$ cat src/rtl/lin_interp_4x_if.sv
// Sample/enable bundle between the 48 kHz scaling stage, the output-rate
// enable and the 4x linear interpolator.
interface lin_interp_4x_if #(
    parameter int unsigned W = 18
);
    logic [W-1:0] din;
    logic         din_valid;
    logic         clken_out;
    logic [W-1:0] dout;
    logic         dout_valid;
    logic         underrun;

    modport master (
        output din, din_valid, clken_out,
        input  dout, dout_valid, underrun
    );

    modport slave (
        input  din, din_valid, clken_out,
        output dout, dout_valid, underrun
    );
endinterface

$ cat src/rtl/lin_interp_4x.sv
// Linear interpolator raising a 48 kHz scaled stereo component to 4x rate:
// emits prev + floor(k*(cur-prev)/N) for k = 0..N-1 on successive output ticks.
module lin_interp_4x #(
    parameter int unsigned W     = 18,
    parameter int unsigned LOG2N = 2
) (
    input  logic             clock,
    input  logic             reset,
    lin_interp_4x_if.slave   bus
);
    localparam int unsigned N  = 1 << LOG2N;
    localparam int unsigned DW = W + 1;
    localparam int unsigned AW = W + LOG2N + 1;
    localparam int unsigned PW = LOG2N + 1;

    typedef enum logic [1:0] {
        IDLE = 2'd0,
        RUN  = 2'd1,
        HOLD = 2'd2
    } state_e;

    state_e          state_q, state_d;
    logic [W-1:0]    cur_q, cur_d;
    logic [DW-1:0]   delta_q, delta_d;
    logic [AW-1:0]   acc_q, acc_d;
    logic [PW-1:0]   phase_q, phase_d;
    logic [W-1:0]    dout_q, dout_d;
    logic            dout_valid_q, dout_valid_d;
    logic            underrun_q, underrun_d;

    // State register; reset is synchronous and overrides any strobe in its cycle.
    always_ff @(posedge clock) begin
        if (reset) begin
            state_q      <= IDLE;
            cur_q        <= '0;
            delta_q      <= '0;
            acc_q        <= '0;
            phase_q      <= '0;
            dout_q       <= '0;
            dout_valid_q <= 1'b0;
            underrun_q   <= 1'b0;
        end else begin
            state_q      <= state_d;
            cur_q        <= cur_d;
            delta_q      <= delta_d;
            acc_q        <= acc_d;
            phase_q      <= phase_d;
            dout_q       <= dout_d;
            dout_valid_q <= dout_valid_d;
            underrun_q   <= underrun_d;
        end
    end

    // Tick is served from the pre-load state; a coincident load then wins.
    always_comb begin
        state_d      = state_q;
        cur_d        = cur_q;
        delta_d      = delta_q;
        acc_d        = acc_q;
        phase_d      = phase_q;
        dout_d       = dout_q;
        dout_valid_d = 1'b0;
        underrun_d   = underrun_q;

        if (bus.clken_out) begin
            dout_valid_d = 1'b1;
            unique case (state_q)
                IDLE: dout_d = '0;
                RUN: begin
                    dout_d  = acc_q[AW-2:LOG2N];
                    acc_d   = acc_q + {{LOG2N{delta_q[DW-1]}}, delta_q};
                    phase_d = phase_q + PW'(1);
                    if (phase_d == PW'(N)) begin
                        state_d = HOLD;
                    end
                end
                HOLD: begin
                    dout_d     = cur_q;
                    underrun_d = 1'b1;
                end
                default: state_d = IDLE;
            endcase
        end

        if (bus.din_valid) begin
            delta_d = {bus.din[W-1], bus.din} - {cur_q[W-1], cur_q};
            acc_d   = {cur_q[W-1], cur_q, LOG2N'(0)};
            cur_d   = bus.din;
            phase_d = '0;
            state_d = RUN;
        end
    end

    assign bus.dout       = dout_q;
    assign bus.dout_valid = dout_valid_q;
    assign bus.underrun   = underrun_q;
endmodule

$ cat src/flat_wrapper.sv
// flat-port wrapper written by rule: the top's interface ports become plain ports
module lin_interp_4x_flat 
#(
    parameter int unsigned W     = 18,
    parameter int unsigned LOG2N = 2
)
  (clock, reset, bus_din, bus_din_valid, bus_clken_out, bus_dout, bus_dout_valid, bus_underrun);
  lin_interp_4x_if #(.W(W)) bus_i ();
  input  logic clock;
  input  logic reset;
  input wire logic [$bits(bus_i.din)-1:0] bus_din;
  input wire logic [$bits(bus_i.din_valid)-1:0] bus_din_valid;
  input wire logic [$bits(bus_i.clken_out)-1:0] bus_clken_out;
  output wire logic [$bits(bus_i.dout)-1:0] bus_dout;
  output wire logic [$bits(bus_i.dout_valid)-1:0] bus_dout_valid;
  output wire logic [$bits(bus_i.underrun)-1:0] bus_underrun;
  assign bus_i.din = bus_din;
  assign bus_i.din_valid = bus_din_valid;
  assign bus_i.clken_out = bus_clken_out;
  assign bus_dout = bus_i.dout;
  assign bus_dout_valid = bus_i.dout_valid;
  assign bus_underrun = bus_i.underrun;
  lin_interp_4x #(.W(W), .LOG2N(LOG2N)) u_core (.clock(clock), .reset(reset), .bus(bus_i));
endmodule
$ cat config.mk
export PLATFORM = sky130hd
export DESIGN_NAME = lin_interp_4x_flat
export DESIGN_NICKNAME = d
export VERILOG_FILES = /design/src/rtl/lin_interp_4x_if.sv /design/src/rtl/lin_interp_4x.sv /design/src/flat_wrapper.sv
export SDC_FILE = /design/constraint.sdc
export NUM_CORES = 1
export LEC_CHECK = 0
export CORE_MARGIN = 1
export CORE_UTILIZATION = 55
export CTS_BUF_LIST = sky130_fd_sc_hd__clkbuf_8
export DETAILED_ROUTE_END_ITERATION = 7
export PLACE_DENSITY_LB_ADDON = 0.05
export RECOVER_POWER = 100
export SLEW_MARGIN = 0
export SYNTH_ARGS = -nofsm -noshare
export SYNTH_HDL_FRONTEND = slang
export SYNTH_SLANG_ARGS = --single-unit
export TNS_END_PERCENT = 100
$ cat constraint.sdc
create_clock -name clock -period 2.2 [get_ports clock]
set_input_delay 0.22 -clock clock [delete_from_list [all_inputs] [get_ports clock]]
set_output_delay 0.22 -clock clock [all_outputs]
set_load 0.1 [all_outputs]
**Word-level counts from Yosys, hierarchy flattened**

Index checks and enable logic that the tools add are counted.
W data, S select, Z words.

- Add/subtract/negate cells: 3
- Reduce and logical (&&, ||, !) cells: 12
- Bitwise gates (word level): 1
- Multiplexer cells: 9
- Equal/unequal tests: 6

Operator list:

| kind | number |
|---|---|
| $mux W21 | 3 |
| $pmux W18 S3 | 1 |
| $add A21 B21 Y21 | 1 |
| $sub A18 B18 Y19 | 1 |
| $reduce_and A2 Y1 | 4 |
| $reduce_and A3 Y1 | 2 |
| $ne A2 B1 Y1 const B | 2 |
| $pmux W2 S2 | 1 |
| $reduce_bool A2 Y1 | 2 |
| $reduce_or A2 Y1 | 2 |
| $add A3 B1 Y3 const B | 1 |
| $eq A3 B3 Y1 const B | 1 |
| $mux W1 | 3 |
| $ne A3 B2 Y1 const B | 1 |
| $reduce_bool A3 Y1 | 1 |
| $eq A2 B1 Y1 const B | 1 |
| $eq A2 B2 Y1 const B | 1 |
| $logic_not A2 Y1 | 1 |
| $mux W2 | 1 |
| $not A1 Y1 | 1 |

- Output and inout bits: 20
- Word-level logic and storage cells: 41
- Register bits after elaboration: 83
- Input bits: 22

**Logic depth before layout (Yosys ltp)**

- Depth in word-level cells: 6
- Gate-level depth with buffers: 9
- Mapped depth without buffers: 9

**Worst setup path after synthesis**

OpenSTA, ideal clock, no wires.

- Path type: flip-flop to flip-flop
- From: reg u_core.acc_q[0]
- To: reg u_core.acc_q[10]
- Library setup time: 74 ps
- Cell stages (with the launch flop): 10
- Path slack: 98 ps
- Period minus slack after synthesis: 2102 ps
- Required time: 2126 ps
- Buffers on the path: 0
- Arrival: 2028 ps
- Cell sequence: dfxtp_1 > ha_1 > inv_1 > fa_1 > nor2b_4 > o31a_4 > o22ai_4 > a211o_2 > a211o_1 > a31oi_1

- Longest elaborated chain between the ends: 4

RTL lines:

| element | RTL line | text |
|---|---|---|
| start: declaration | lin_interp_4x.sv:25 | `logic [AW-1:0] acc_q, acc_d;` |
| start signal: assignment | lin_interp_4x.sv:37 | `acc_q <= '0;` |
| start signal: assignment | lin_interp_4x.sv:46 | `acc_q <= acc_d;` |
| $add A21 B21 Y21 | lin_interp_4x.sv:71 | `acc_d = acc_q + {{LOG2N{delta_q[DW-1]}}, delta_q};` |
| $mux W21 | lin_interp_4x.sv:67 | `unique case (state_q)` |
| $mux W21 | lin_interp_4x.sv:65 | `if (bus.clken_out) begin` |
| $mux W21 | lin_interp_4x.sv:85 | `if (bus.din_valid) begin` |

No other way between the ends. The select of a mux whose other input is x is not followed.
A chain may end at the register's enable or synchronous reset.

**Worst setup path after layout**

- From: reg u_core.cur_q[1]
- To: reg u_core.delta_q[15]

- Longest elaborated chain between the ends: 1

RTL lines:

| element | RTL line | text |
|---|---|---|
| start: declaration | lin_interp_4x.sv:23 | `logic [W-1:0] cur_q, cur_d;` |
| start signal: assignment | lin_interp_4x.sv:44 | `cur_q <= cur_d;` |
| $sub A18 B18 Y19 | lin_interp_4x.sv:86 | `delta_d = {bus.din[W-1], bus.din} - {cur_q[W-1], cur_q};` |
| end signal: assignment | lin_interp_4x.sv:45 | `delta_q <= delta_d;` |
| end: declaration | lin_interp_4x.sv:24 | `logic [DW-1:0] delta_q, delta_d;` |

No other way between the ends.

==> results_dict.tcl <==
set metrics [dict create \
    antenna_found_initial 0 \
    path_clk_slew_ns 0.09 \
    fin_crit_sh_pct 98.4 \
    core_area_um2 9240 \
    fmax_ghz 0.462 \
    place.gp.congestion 0.921 \
    ys_ff_latch 82 \
    crit_type "flop to flop" \
    drtAntennaViolNets 0 \
    synth_nets 691 \
    worst_slew_pin_slew_ns 1.17 \
    seq_area_frac_synth_pct 31.3 \
    power_mw 3.77 \
    status "finished clean" \
    h-tree-depth 3 \
    final_nets 776 \
    drt_wl_total_um 14400 \
    root_buffer "clkbuf_8" \
    grt_overflow 0 \
    grt_pass1_wl_um 23700 \
    cellLeakagePower_nw 2.63 \
    setup_tns_ns 0 \
    rsz0062_at_grt "yes" \
    area_delta_synth_final_pct 21.6 \
    pwr-share-clk_pct 31.2 \
    io_buffer_count 41 \
    maxSlewHeadroom_pct 22.3 \
    clock_skew_ns 0.0150 \
    power_switching_mw 1.18 \
    slew_viol_final 0 \
    crit_required_ns 2.45 \
    post_synth_num_cell_types 78 \
    syn_avg_cell_area_um2 8.39 \
    cp.arrival_ns 2.42 \
    drtPass1Iterations 5 \
    fin_area_um2 6370 \
    synthTopCellsByArea "dfxtp_1 31%, ha_1 10%, nor2_1 5.1%" \
    startpoint_type "flop" \
    wl_per_cell_um 17.1 \
    cts_sinks 82 \
    min_period_ns 2.16 \
    synth_top_cell_by_area "dfxtp_1" \
    io_pins 42 \
    clockBufferDepth 2 \
    viasPerCell 6.01 \
    hold_viol 0 \
    crit_path_end_kind "flop" \
    grt_pass1_vias 4830 \
    cts_tree "done" \
    p_int_mw 2.59 \
    synthArstFlopShare_pct 0 \
    placed_area_um2 6090 \
    combPwrFrac_pct 25.4 \
    drv_cap 0 \
    numCtsBuffers 9 \
    multi_input_area_um2 3460 \
    grt_use_total_pct 30.2 \
    switching_share_pct 31.3 \
    path_max_fanout 5 \
    fp-row-count 35 \
    nFillCells 762 \
    diodes 0 \
    ctsHoldBuffers 0 \
    synth_cells 624 \
    die_height_um 99.6 \
    yosys.area.top_type_share_pct 31.3 \
    pwr-share-seq_pct 43.3 \
    hpwl_um 10500 \
    drive_above_1_share_pct 18.2 \
    regArea_um2 1650 \
    synth_area_um2 5240 \
    ir_worst_vdd_mv 0.335 \
    hold_path_class "input pin to flop" \
    p_per_area_nw_per_um2 592 \
    drc 0 \
    synth_edf_count 0 \
    die_area_um2 9920 \
    die_x_um 99.6 \
    yosysWarnings 0 \
    route.vias.total 5065 \
    hold_slack_ns 0.180 \
    initial_core_util_pct 56.7 \
    ys.flop_type "dfxtp_1" \
    grt_max_degree 62 \
    drtIter0Drc 339 \
    clk_latency_ns 0.36 \
    finalSetupViolCount 0 \
]
[cells by family (layout without fill, tap and decap cells)]
logic type | after synthesis | count (layout) | share of synthesized area, %
simple gates | 202 | 202 | 18.8
buf+inv | 63 | 153 | 5.02
xor+xnor | 12 | 12 | 2.01
flops | 82 | 82 | 31.3
fa+ha+maj | 45 | 45 | 11.0
compound gates | 198 | 198 | 27.6
mux | 22 | 22 | 4.23
[area by class of cell]
type                            count  share of cell area (%)
Inverter                           32                    1.89
Multi-Input combinational cell    479                    54.3
Tap cell                          129                    2.53
Clock inverter                      5                   0.962
Timing Repair Buffer              105                    12.0
Clock buffer                       11                    2.38
Sequential cell                    82                    25.9
[worst paths after layout]
path                      from                  to  slack (ns)  depth (start not counted)
max            u_core.cur_q[1]  u_core.delta_q[15]        0.04                          8
min                 bus_din[0]     u_core.cur_q[0]        0.18                          3
max reg2reg    u_core.cur_q[1]  u_core.delta_q[15]        0.04                          8
min reg2reg  u_core.delta_q[6]   u_core.delta_q[6]        0.48                          2
[through the flow]
step,utilization [%],instances,worst slack (ns)
2_1_floorplan,-,624,0.0982
6_report,68.9,843,0.0356
4_1_cts,68.4,842,0.00615
5_1_grt,68.9,843,-0.0363
3_3_place_gp,65.9,826,-0.440
3_5_place_dp,65.9,826,-0.496
[layer usage]
layer / part of all wire, % / global-route usage, %
met1: 46 / 40.0
met2: 46 / 50.9
met3: 4.9 / 3.65
met4: 3.1 / 10.9
met5: 0 / 0
[worst max-delay path, stage by stage, from the launching register on]
cell	delay (ns)
dfxtp_2	0.35
inv_1	0.06
ha_1	0.26
nor2b_1	0.14
o2111a_2	0.28
o211ai_4	0.24
a21boi_2	0.13
o311a_1	0.35
a221o_1	0.25
[power groups by stage]
| stage | combinational, mW | clock [mW] | sequential [mW] |
|---|---|---|---|
| after global routing | 1.05 | 1.25 | 1.64 |
| after detailed placement | 0.911 | 0 | 1.66 |
| final | 0.959 | 1.18 | 1.63 |
| after global placement | 0.890 | 0 | 1.66 |
| after CTS | 0.921 | 1.20 | 1.63 |
| after floorplan | 0.592 | 0 | 1.66 |
[placed cells by master (no fill, tap or decap), types with 11 or more instances in the layout]
master           netlist  final
a21oi_1               49     46
a22o_1                18     18
a22oi_1               18     18
and3_1                12     12
buf_4                  1     60
clkbuf_1              22     23
clkbuf_8               0     11
clkdlybuf4s50_1        0     17
dfxtp_1               82     76
ha_1                  43     35
inv_1                 31     29
mux2i_1               21     21
nand2_1               45     45
nand3_1               15     15
nor2_1                71     71
nor3_1                13     13
o21ai_0               23     21
[state kept, by name, indices dropped and copies added, names as in the netlist]
register	count
u_core.phase_q	3
u_core.bus.dout_valid	1
u_core.bus.dout	18
u_core.bus.underrun	1
u_core.acc_q	20
u_core.cur_q	18
u_core.delta_q	19
u_core.state_q	2
[cell usage after synthesis, types with 3 or more instances]
cell      number
nand2b_1       3
a21o_1        10
a32o_1         4
nor3b_1        5
or3_1          8
clkbuf_1      22
nand4_1        5
xnor2_1        9
o21ai_0       23
and3_1        12
mux2i_1       21
nor2_1        71
and4_1         4
buf_2          5
ha_1          43
o32ai_1        3
nand3_1       15
a22o_1        18
o211ai_1       3
nand2_1       45
nor3_1        13
a21oi_1       49
a211oi_1      10
a31oi_1        5
xor2_1         3
dfxtp_1       82
o21ai_1        3
a221oi_1       4
a22oi_1       18
o21a_1        10
inv_1         31
o31ai_1        6
nor2b_1        3
[timing repair]
item                                    4_1_cts  5_1_grt
pin swaps                                     2        6
hold endpoints to repair                      0        0
setup buffers                                 0        1
endpoints found under the setup margin        8       16
resized for setup                             6       34
Note: power is estimated with default switching activity, not from simulation.
